`config.mk`:
```
export PLATFORM = sky130hd
export DESIGN_NAME = perf_event_counters
export DESIGN_NICKNAME = d
export VERILOG_FILES = /design/src/rtl/perf_event_counters.sv
export SDC_FILE = /design/constraint.sdc
export NUM_CORES = 1
export LEC_CHECK = 0
export CORE_MARGIN = 2
export CORE_UTILIZATION = 50
export DETAILED_ROUTE_END_ITERATION = 6
export PLACE_DENSITY = 0.7
export SYNTH_ARGS = -nofsm -noshare
export SYNTH_HDL_FRONTEND = slang
export SYNTH_SLANG_ARGS = --single-unit
```
`constraint.sdc`:
```
create_clock -name clk -period 4.97 [get_ports clk]
set_input_delay 0.994 -clock clk [delete_from_list [all_inputs] [get_ports clk]]
set_output_delay 0.994 -clock clk [all_outputs]
set_load 0.005 [all_outputs]
```
`src/rtl/perf_event_counters.sv`:
```
// perf_event_counters: bank of NUM_EVENTS event counters with per-channel edge or
// level counting, wrap/saturate overflow handling, sticky overflow flags, a free
// cycle counter, an atomic snapshot bank and a registered read port.
module perf_event_counters #(
  parameter int NUM_EVENTS = 4,
  parameter int CNT_WIDTH  = 32,
  parameter int SEL_WIDTH  = (NUM_EVENTS > 1) ? $clog2(NUM_EVENTS) : 1
) (
  input  logic                  clk,
  input  logic                  reset_n,
  input  logic [NUM_EVENTS-1:0] event_in,
  input  logic [NUM_EVENTS-1:0] edge_mode,
  input  logic                  enable,
  input  logic                  sat_mode,
  input  logic                  clear,
  input  logic                  snapshot,
  input  logic [SEL_WIDTH-1:0]  rd_sel,
  input  logic                  rd_snapshot,
  output logic [CNT_WIDTH-1:0]  rd_data,
  output logic [NUM_EVENTS-1:0] overflow,
  output logic [CNT_WIDTH-1:0]  cycle_count
);

  localparam logic [CNT_WIDTH-1:0] CNT_ZERO = {CNT_WIDTH{1'b0}};
  localparam logic [CNT_WIDTH-1:0] CNT_MAX  = {CNT_WIDTH{1'b1}};
  localparam logic [CNT_WIDTH-1:0] CNT_ONE  = {{(CNT_WIDTH-1){1'b0}}, 1'b1};

  logic [NUM_EVENTS-1:0] prev_r;
  logic [NUM_EVENTS-1:0] ovf_r;
  logic [NUM_EVENTS-1:0] inc_s;
  logic [NUM_EVENTS-1:0] ovf_next_s;
  logic [CNT_WIDTH-1:0]  cnt_r      [NUM_EVENTS];
  logic [CNT_WIDTH-1:0]  snap_r     [NUM_EVENTS];
  logic [CNT_WIDTH-1:0]  cnt_next_s [NUM_EVENTS];
  logic [CNT_WIDTH-1:0]  cycle_r;
  logic [CNT_WIDTH-1:0]  cycle_next_s;
  logic [CNT_WIDTH-1:0]  rd_next_s;
  logic [CNT_WIDTH-1:0]  rd_data_r;

  // Qualify each channel's event: rising edge against prev or plain level, gated by enable.
  always_comb begin
    inc_s = {NUM_EVENTS{1'b0}};
    for (int i = 0; i < NUM_EVENTS; i++) begin
      if (edge_mode[i]) begin
        inc_s[i] = enable & event_in[i] & ~prev_r[i];
      end else begin
        inc_s[i] = enable & event_in[i];
      end
    end
  end

  // Next counter/overflow values; clear outranks increment, max+1 wraps or saturates.
  always_comb begin
    cnt_next_s = cnt_r;
    ovf_next_s = ovf_r;
    for (int i = 0; i < NUM_EVENTS; i++) begin
      if (clear) begin
        cnt_next_s[i] = CNT_ZERO;
        ovf_next_s[i] = 1'b0;
      end else if (inc_s[i]) begin
        if (cnt_r[i] == CNT_MAX) begin
          cnt_next_s[i] = sat_mode ? CNT_MAX : CNT_ZERO;
          ovf_next_s[i] = 1'b1;
        end else begin
          cnt_next_s[i] = cnt_r[i] + CNT_ONE;
        end
      end else begin
        cnt_next_s[i] = cnt_r[i];
      end
    end
  end

  // Cycle counter always wraps and carries no overflow flag.
  always_comb begin
    cycle_next_s = cycle_r;
    if (clear) begin
      cycle_next_s = CNT_ZERO;
    end else if (enable) begin
      cycle_next_s = cycle_r + CNT_ONE;
    end else begin
      cycle_next_s = cycle_r;
    end
  end

  // Read mux over pre-edge state; unpopulated channel selects read as zero.
  always_comb begin
    rd_next_s = CNT_ZERO;
    if (int'(rd_sel) < NUM_EVENTS) begin
      if (rd_snapshot) begin
        rd_next_s = snap_r[rd_sel];
      end else begin
        rd_next_s = cnt_r[rd_sel];
      end
    end else begin
      rd_next_s = CNT_ZERO;
    end
  end

  // Per-channel state; snapshot samples cnt before this edge's clear/increment.
  always_ff @(posedge clk or negedge reset_n) begin
    if (!reset_n) begin
      prev_r <= {NUM_EVENTS{1'b0}};
      ovf_r  <= {NUM_EVENTS{1'b0}};
      for (int i = 0; i < NUM_EVENTS; i++) begin
        cnt_r[i]  <= CNT_ZERO;
        snap_r[i] <= CNT_ZERO;
      end
    end else begin
      prev_r <= event_in;
      ovf_r  <= ovf_next_s;
      for (int i = 0; i < NUM_EVENTS; i++) begin
        cnt_r[i] <= cnt_next_s[i];
        if (snapshot) begin
          snap_r[i] <= cnt_r[i];
        end
      end
    end
  end

  // Cycle counter and registered read data.
  always_ff @(posedge clk or negedge reset_n) begin
    if (!reset_n) begin
      cycle_r   <= CNT_ZERO;
      rd_data_r <= CNT_ZERO;
    end else begin
      cycle_r   <= cycle_next_s;
      rd_data_r <= rd_next_s;
    end
  end

  assign rd_data     = rd_data_r;
  assign overflow    = ovf_r;
  assign cycle_count = cycle_r;

endmodule

```
==> results of run 1 <==
[report_power, final]
part | switching, mW | internal [mW] | total (mW)
clock network | 1.10 | 1.55 | 2.64
registers | 0.0411 | 2.70 | 2.74
logic | 0.213 | 0.128 | 0.341
total | 1.35 | 4.37 | 5.73
[worst max-delay path, stage by stage]
cell	delay, ns
sky130_fd_sc_hd__clkdlybuf4s50_1	1.01
sky130_fd_sc_hd__nand2_1	0.22
sky130_fd_sc_hd__a21oi_1	0.51
sky130_fd_sc_hd__nor2_1	0.27
sky130_fd_sc_hd__buf_4	0.28
sky130_fd_sc_hd__a31o_2	0.22
sky130_fd_sc_hd__a22o_1	0.22
[worst max-delay path by stage]
stage | depth (start not counted) | to | slack, ns
final | 7 | cnt_r[125]$_DFFE_PN0P_ | 1.67
after CTS | 6 | cycle_count[30]$_DFFE_PN0P_ | 1.76
after global placement | 6 | cnt_r[4]$_DFFE_PN0P_ | 1.29
after global routing | 6 | cycle_count[18]$_DFFE_PN0P_ | 1.52
after detailed placement | 7 | cnt_r[125]$_DFFE_PN0P_ | 1.21
after floorplan | 4 | rd_data[0]$_DFF_PN0_ | 2.12
[stage by stage]
step                worst slack (ns)  cells
finish                          1.67   2120
floorplan                       2.12   1598
global route                    1.52   2120
global placement                1.29   2055
detailed placement              1.21   2055
CTS                             1.76   2120
[registers in the layout, summed over array words and instances (netlist names)]
signal       cells
rd_data         32
snap_r         128
prev_r           4
cnt_r          128
overflow         4
cycle_count     32
[logic make-up (layout without fill, tap and decap cells)]
kind of cell	count (synthesis)	after routing	synth area share [%]
and+or+nand+nor	546	546	16.6
DFF	328	328	47.1
AOI/OAI and AO/OA	314	314	12.4
muxes	228	228	18.8
buffers and inverters	147	214	3.24
xor gates and xnor gates	30	30	1.51
adders and majority gates	5	5	0.359
[cell type report]
type	count	area, um^2
clock buffers	55	1110
fillers	2905	14500
inverters	30	113
repair buffers	119	1160
clock inverters	10	55.1
well taps	455	569
multi-input cells	1123	8720
flip-flops and latches	328	8210
[synthesized netlist by cell type (10+ instances only)]
library cell and number:
sky130_fd_sc_hd__nor2_1 108, sky130_fd_sc_hd__or3_1 13, sky130_fd_sc_hd__and2_1 11, sky130_fd_sc_hd__and3_1 28
sky130_fd_sc_hd__a22o_1 33, sky130_fd_sc_hd__and4_1 23, sky130_fd_sc_hd__nand3_1 87, sky130_fd_sc_hd__mux4_2 64
sky130_fd_sc_hd__mux2_2 160, sky130_fd_sc_hd__dfrtp_1 328, sky130_fd_sc_hd__buf_1 13, sky130_fd_sc_hd__nand2_1 99
sky130_fd_sc_hd__a31oi_1 28, sky130_fd_sc_hd__o221ai_1 14, sky130_fd_sc_hd__clkbuf_1 99, sky130_fd_sc_hd__xor2_1 25
sky130_fd_sc_hd__o211ai_1 14, sky130_fd_sc_hd__a31o_2 16, sky130_fd_sc_hd__o21ai_0 84, sky130_fd_sc_hd__nand4_1 79
sky130_fd_sc_hd__o22ai_1 10, sky130_fd_sc_hd__inv_1 30, sky130_fd_sc_hd__nor4_1 24, sky130_fd_sc_hd__o21a_1 14
sky130_fd_sc_hd__nor3_1 35, sky130_fd_sc_hd__a21oi_1 32
[layer usage]
layer  wire [um]  vias up  GRT usage (%)
met3        3720       94           3.81
li1            -     6225              -
met1       21200     7178           38.8
met2       23900      619           45.5
met5           0        -              0
met4        1360        0           9.51
==> run summary, run 1 <==
Setup path
• critical path launch point type: primary input
• type of destination of the critical path: flop
• Data required, critical path: 5.39 ns
• FF-to-FF setup slack: 1.74 ns
• Critical Setup Path Class: in2reg
• endpoint of the worst-slack reg-to-reg timing path: cnt_r[47]$_DFFE_PN0P_
• data arrival time of the critical path: 3.73 ns
• Critical path origin: enable
• crit-path max FO: 16
• source of the worst register-to-register timing path: cnt_r[32]$_DFFE_PN0P_
• number of cells traversed by the worst register-to-register path: 8

Timing
• unrepaired setup endpoints after global routing: false
• Slew @ Worst Pin: 1.22 ns
• Achievable Freq: 303 MHz
• final number of hold-violating endpoints: 0
• minimum clock period after layout: 3.30 ns
• worst slew margin relative to its limit: 17.2%
• worst-case clock skew: 0.0172 ns
• Final Slew Violations: 0
• Worst Hold Margin: 0.499 ns
• final worst-path cycle share: 66.5%
• Setup-failing EPs final: 0
• total negative slack for setup checks: 0 ns

Placement
• final weighted congestion in routability-driven placement: 0.946
• Detailed Place HPWL: 34200 um
• number of port buffers: 84
• placed standard-cell area: 18800 um^2

Clock network
• Root Buffer: sky130_fd_sc_hd__clkbuf_16
• buffers from clock root to sink, at most: 3
• hold bufs inserted after CTS: 0
• number of clock buffers inserted by TritonCTS: 37
• total clock sinks: 328
• number of H-tree levels: 2
• clock network latency to the later pin of the worst-skew pair: 0.54 ns
• post-CTS setup buffer count: 0
• TritonCTS clock tree: built
• post-cts repair resize count: 0
• Clk pin slew, worst setup/hold paths: 0.06 ns

Pwr
• Power Density: 287 nW/um^2
• Static Leak: 8.41 nW
• Worst IR Drop VDD: 228 uV
• Design Power: 5.73 mW

Synthesis
• sequential area share after synthesis: 47.1%
• syn nets: 1620
• synthesized cell area: 17400 um^2
• share of async-settable or async-resettable flops after synthesis: 100%
• FF+latch count, synth: 328
• Post-Syn Area per Cell: 10.9 um^2
• cell taking the most area after synthesis: sky130_fd_sc_hd__dfrtp_1
• area share of the largest cell type after synthesis: 47.1%
• Warnings, synthesis: 0
• number of enable-type register cells in the synthesized netlist: 0
• most frequently used flop master after synthesis: sky130_fd_sc_hd__dfrtp_1
• synthesized netlist cell count: 1598
• ranking of synthesized cells by area: sky130_fd_sc_hd__dfrtp_1, sky130_fd_sc_hd__mux2_2, sky130_fd_sc_hd__mux4_2, sky130_fd_sc_hd__nand4_1, sky130_fd_sc_hd__nand3_1
• number of library cell types mapped by synthesis: 66

Route
• DRC Markers: 0
• drt via density: 6.66
• Starting DRT DRC Count: 1299
• first drt pass iteration count: 5
• count of antenna-violating nets left after detailed routing: 0
• total via count in the routed design: 14.1k
• Post-Route WL: 50200 um
• Wirelength per Cell: 23.7 um

Min path
• number of cells on the worst hold path: 2
• worst hold path startpoint: overflow[2]$_DFFE_PN0P_
• type of the worst min-delay path: reg2reg
• hold endpoint: overflow[2]$_DFFE_PN0P_

Global routing
• total congestion overflow after global routing: 0
• wire length of the first global-routing pass: 79700 um
• number of antenna violations at the first check in global routing: 0
• total global routing track utilization: 28.0%
• vias in the first global route: 14.0k
• largest net degree at the start of global routing: 116

Outcome
• outcome: finished clean

Floorplan
• die outline width: 191 um
• Chip Height: 191 um
• core area: 34500 um^2
• effective utilization at floorplan: 50.6%
• placement row count: 68
• number of I/O pins: 85
• Die Outline Area: 36400 um^2

Layout
• core utilization of the finished layout: 57.8%
• final layout net count: 1661
• most frequent standard cell in the layout excluding fill and tap cells: sky130_fd_sc_hd__dfrtp_1
• final std cell area, no fill: 19900 um^2
• top library cells by usage in the layout, fill and taps aside: sky130_fd_sc_hd__dfrtp_1, sky130_fd_sc_hd__mux2_2, sky130_fd_sc_hd__nor2_1, sky130_fd_sc_hd__nand2_1, sky130_fd_sc_hd__nand3_1
• # diodes: 0
• share of post-route cells with drive strength above 1: 22.0%
• P&R area growth vs syn: 14.3%

Run
• Max-cap violations: 0

Power figures use the tool's default switching activity.
==> run 2, diff against run 1 <==
==> constraint.sdc (replaced) <==
create_clock -name clk -period 3.4 [get_ports clk]
set_input_delay 0.68 -clock clk [delete_from_list [all_inputs] [get_ports clk]]
set_output_delay 0.68 -clock clk [all_outputs]
set_load 0.005 [all_outputs]
==> run 2 against run 1 <==
Wire length rose by 0.30%. Sequential share of layout area fell by 1.1 points. Sequential cell count did not move. Worst setup slack lost 1.1 ns. Worst hold slack got worse by 0.30 ns. Die area is the same. Critical endpoint is now cnt_r[86]$_DFFE_PN0P_. Largest cell class unchanged. Largest power group is now clock.
==> run summary, run 2 (synthesis gave the netlist of run 1 again) <==
Timing
• Final Slew Violations: 0, unchanged
• Slew @ Worst Pin: 1.00 ns, -0.220 ns
• minimum clock period after layout: 2.86 ns
• final worst-path cycle share: 84.2%
• Final Worst Setup Slack: 0.537 ns, -1.13 ns
• Setup-failing EPs final: 0, unchanged
• worst-case clock skew: 0.0240 ns, +0.00684 ns
• Achievable Freq: 349 MHz
• unrepaired setup endpoints after global routing: false
• final number of hold-violating endpoints: 0, unchanged
• total negative slack for setup checks: 0 ns, unchanged
• worst slew margin relative to its limit: 32.8%, +16 points

Run
• Max-cap violations: 0, unchanged

Floorplan
• number of I/O pins: 85, unchanged
• core area: 34500 um^2, unchanged
• effective utilization at floorplan: 50.6%, unchanged
• Chip Height: 191 um, unchanged
• Die Outline Area: 36400 um^2, unchanged
• placement row count: 68, unchanged
• die outline width: 191 um, unchanged

Layout
• # diodes: 0, unchanged
• largest registers in the final layout: cnt_r (128), snap_r (128)
• final layout net count: 1705, +2.6%
• share of post-route cells with drive strength above 1: 24.3%, +2.3 points
• P&R area growth vs syn: 17.4%
• final std cell area, no fill: 20500 um^2, +2.8%
• most frequent standard cell in the layout excluding fill and tap cells: sky130_fd_sc_hd__dfrtp_1
• top library cells by usage in the layout, fill and taps aside: sky130_fd_sc_hd__dfrtp_1, sky130_fd_sc_hd__mux2_2, sky130_fd_sc_hd__nor2_1, sky130_fd_sc_hd__nand2_1, sky130_fd_sc_hd__nand3_1

Setup path
• crit-path max FO: 16, unchanged
• Critical Setup Path Class: reg2reg
• type of destination of the critical path: flop
• Data required, critical path: 3.81 ns, -1.58 ns
• data arrival time of the critical path: 3.27 ns, -0.46 ns
• critical path launch point type: flop
• number of cells traversed by the worst register-to-register path: 6, -2

Placement
• Detailed Place HPWL: 35000 um, +2.6%
• placed standard-cell area: 19100 um^2, +2.0%
• dpl ws: 0.474 ns, -0.739 ns
• final weighted congestion in routability-driven placement: 0.923, -2.4%
• number of port buffers: 84, unchanged

Pwr
• combinational share of power: 6.0%, about the same
• clock share of power: 49.3%, +3.1 points
• fraction of power consumed by sequential logic: 44.6%, -3.3 points
• Power Density: 437 nW/um^2, +52%
• Worst IR Drop VDD: 369 uV, +62%
• Static Leak: 8.74 nW, +3.9%
• switching part of the total power: 22.7%, -0.88 points
• cell-internal power: 6.92 mW, +58%
• Net Switching: 2.03 mW, +50%

Route
• DRC Markers: 0, unchanged
• Post-Route WL: 50300 um, +0.30%
• Starting DRT DRC Count: 1110, -15%
• drt via density: 6.54, -1.7%
• total via count in the routed design: 14.2k, +0.45%
• first drt pass iteration count: 6, +1
• count of antenna-violating nets left after detailed routing: 0, unchanged
• Wirelength per Cell: 23.2 um, -1.9%

Global routing
• largest net degree at the start of global routing: 88, -24%
• total congestion overflow after global routing: 0, unchanged
• wire length of the first global-routing pass: 80100 um, +0.50%
• number of antenna violations at the first check in global routing: 1, +1
• vias in the first global route: 14.0k, -0.071%
• total global routing track utilization: 28.2%, +0.21 points

Clock network
• buffers from clock root to sink, at most: 3, unchanged
• total clock sinks: 328, unchanged
• TritonCTS clock tree: built
• number of H-tree levels: 2, unchanged
• Root Buffer: sky130_fd_sc_hd__clkbuf_16
• number of clock buffers inserted by TritonCTS: 37, unchanged
• Clk pin slew, worst setup/hold paths: 0.06 ns, about the same
• post-CTS setup buffer count: 0, unchanged
• clock network latency to the later pin of the worst-skew pair: 0.54 ns, about the same
• hold bufs inserted after CTS: 0, unchanged
• post-cts repair resize count: 0, unchanged

Min path
• type of the worst min-delay path: in2async

Outcome
• outcome: finished clean

run 2: cell types whose count changed in the layout (fill, tap and decap cells not counted):
cell | previous run | this run
sky130_fd_sc_hd__inv_6 | 0 | 1
sky130_fd_sc_hd__clkinvlp_4 | 2 | 1
sky130_fd_sc_hd__buf_4 | 32 | 73
sky130_fd_sc_hd__clkbuf_16 | 37 | 39
sky130_fd_sc_hd__clkbuf_8 | 12 | 6
sky130_fd_sc_hd__bufinv_16 | 0 | 7
sky130_fd_sc_hd__clkbuf_1 | 6 | 4
sky130_fd_sc_hd__clkinv_2 | 8 | 9
sky130_fd_sc_hd__clkinv_4 | 0 | 1
sky130_fd_sc_hd__buf_12 | 5 | 8
run 2: worst paths after layout:
check / end / start / slack (ns)
min in group clk: snap_r[3]$_DFFE_PN0P_ / snap_r[3]$_DFFE_PN0P_ / 0.50
min reg2reg: snap_r[3]$_DFFE_PN0P_ / snap_r[3]$_DFFE_PN0P_ / 0.50
min: rd_data[21]$_DFF_PN0_ / reset_n / 0.20
max: cnt_r[86]$_DFFE_PN0P_ / cnt_r[65]$_DFFE_PN0P_ / 0.54
max reg2reg: cnt_r[86]$_DFFE_PN0P_ / cnt_r[65]$_DFFE_PN0P_ / 0.54
max in group asynchronous: cycle_count[1]$_DFFE_PN0P_ / reset_n / 2.35
run 2: metal layers:
metal / GRT usage (%) / vias to the layer above / wire, um
met1: 39.0 / 7200 / 21100
met4: 9.36 / 0 / 1490
met2: 45.6 / 583 / 23900
met5: 0 / - / 0
met3: 4.38 / 116 / 3810
li1: - / 6280 / -
run 2: final cells by class:
cell class,instances,area [um^2]
clock buffers,49,1070
clock inverters,19,280
fillers,2784,14000
inverters,30,113
multi-input cells,1123,8720
flip-flops and latches,328,8210
well taps,455,569
repair buffers,163,1520
run 2: worst max-delay path: stages, from the launching register on:
cell	delay (ns)
sky130_fd_sc_hd__dfrtp_1	0.44
sky130_fd_sc_hd__ha_1	0.23
sky130_fd_sc_hd__nand3_1	0.25
sky130_fd_sc_hd__nor4_1	0.62
sky130_fd_sc_hd__nand3_1	0.42
sky130_fd_sc_hd__and2_1	0.50
sky130_fd_sc_hd__a22o_1	0.29
run 2: stage by stage:
stage | power [mW] | util [%] | instances | hold WS [ns]
2_1_floorplan | 4.33 | - | 1598 | 0.384
3_5_place_dp | 4.61 | 55.5 | 2099 | 0.490
6_report | 8.95 | 59.4 | 2167 | 0.196
5_1_grt | 9.23 | 59.4 | 2167 | 0.234
4_1_cts | 9.02 | 59.4 | 2167 | 0.213
3_3_place_gp | 4.59 | 55.5 | 2099 | 0.485
run 2: power groups by stage:
| stage | clock network [mW] | logic (mW) | registers (mW) |
|---|---|---|---|
| after floorplan | 0 | 0.288 | 4.05 |
| after global placement | 0 | 0.534 | 4.06 |
| after detailed placement | 0 | 0.545 | 4.06 |
| after CTS | 4.48 | 0.546 | 3.99 |
| after global routing | 4.65 | 0.587 | 3.99 |
| final | 4.42 | 0.541 | 3.99 |
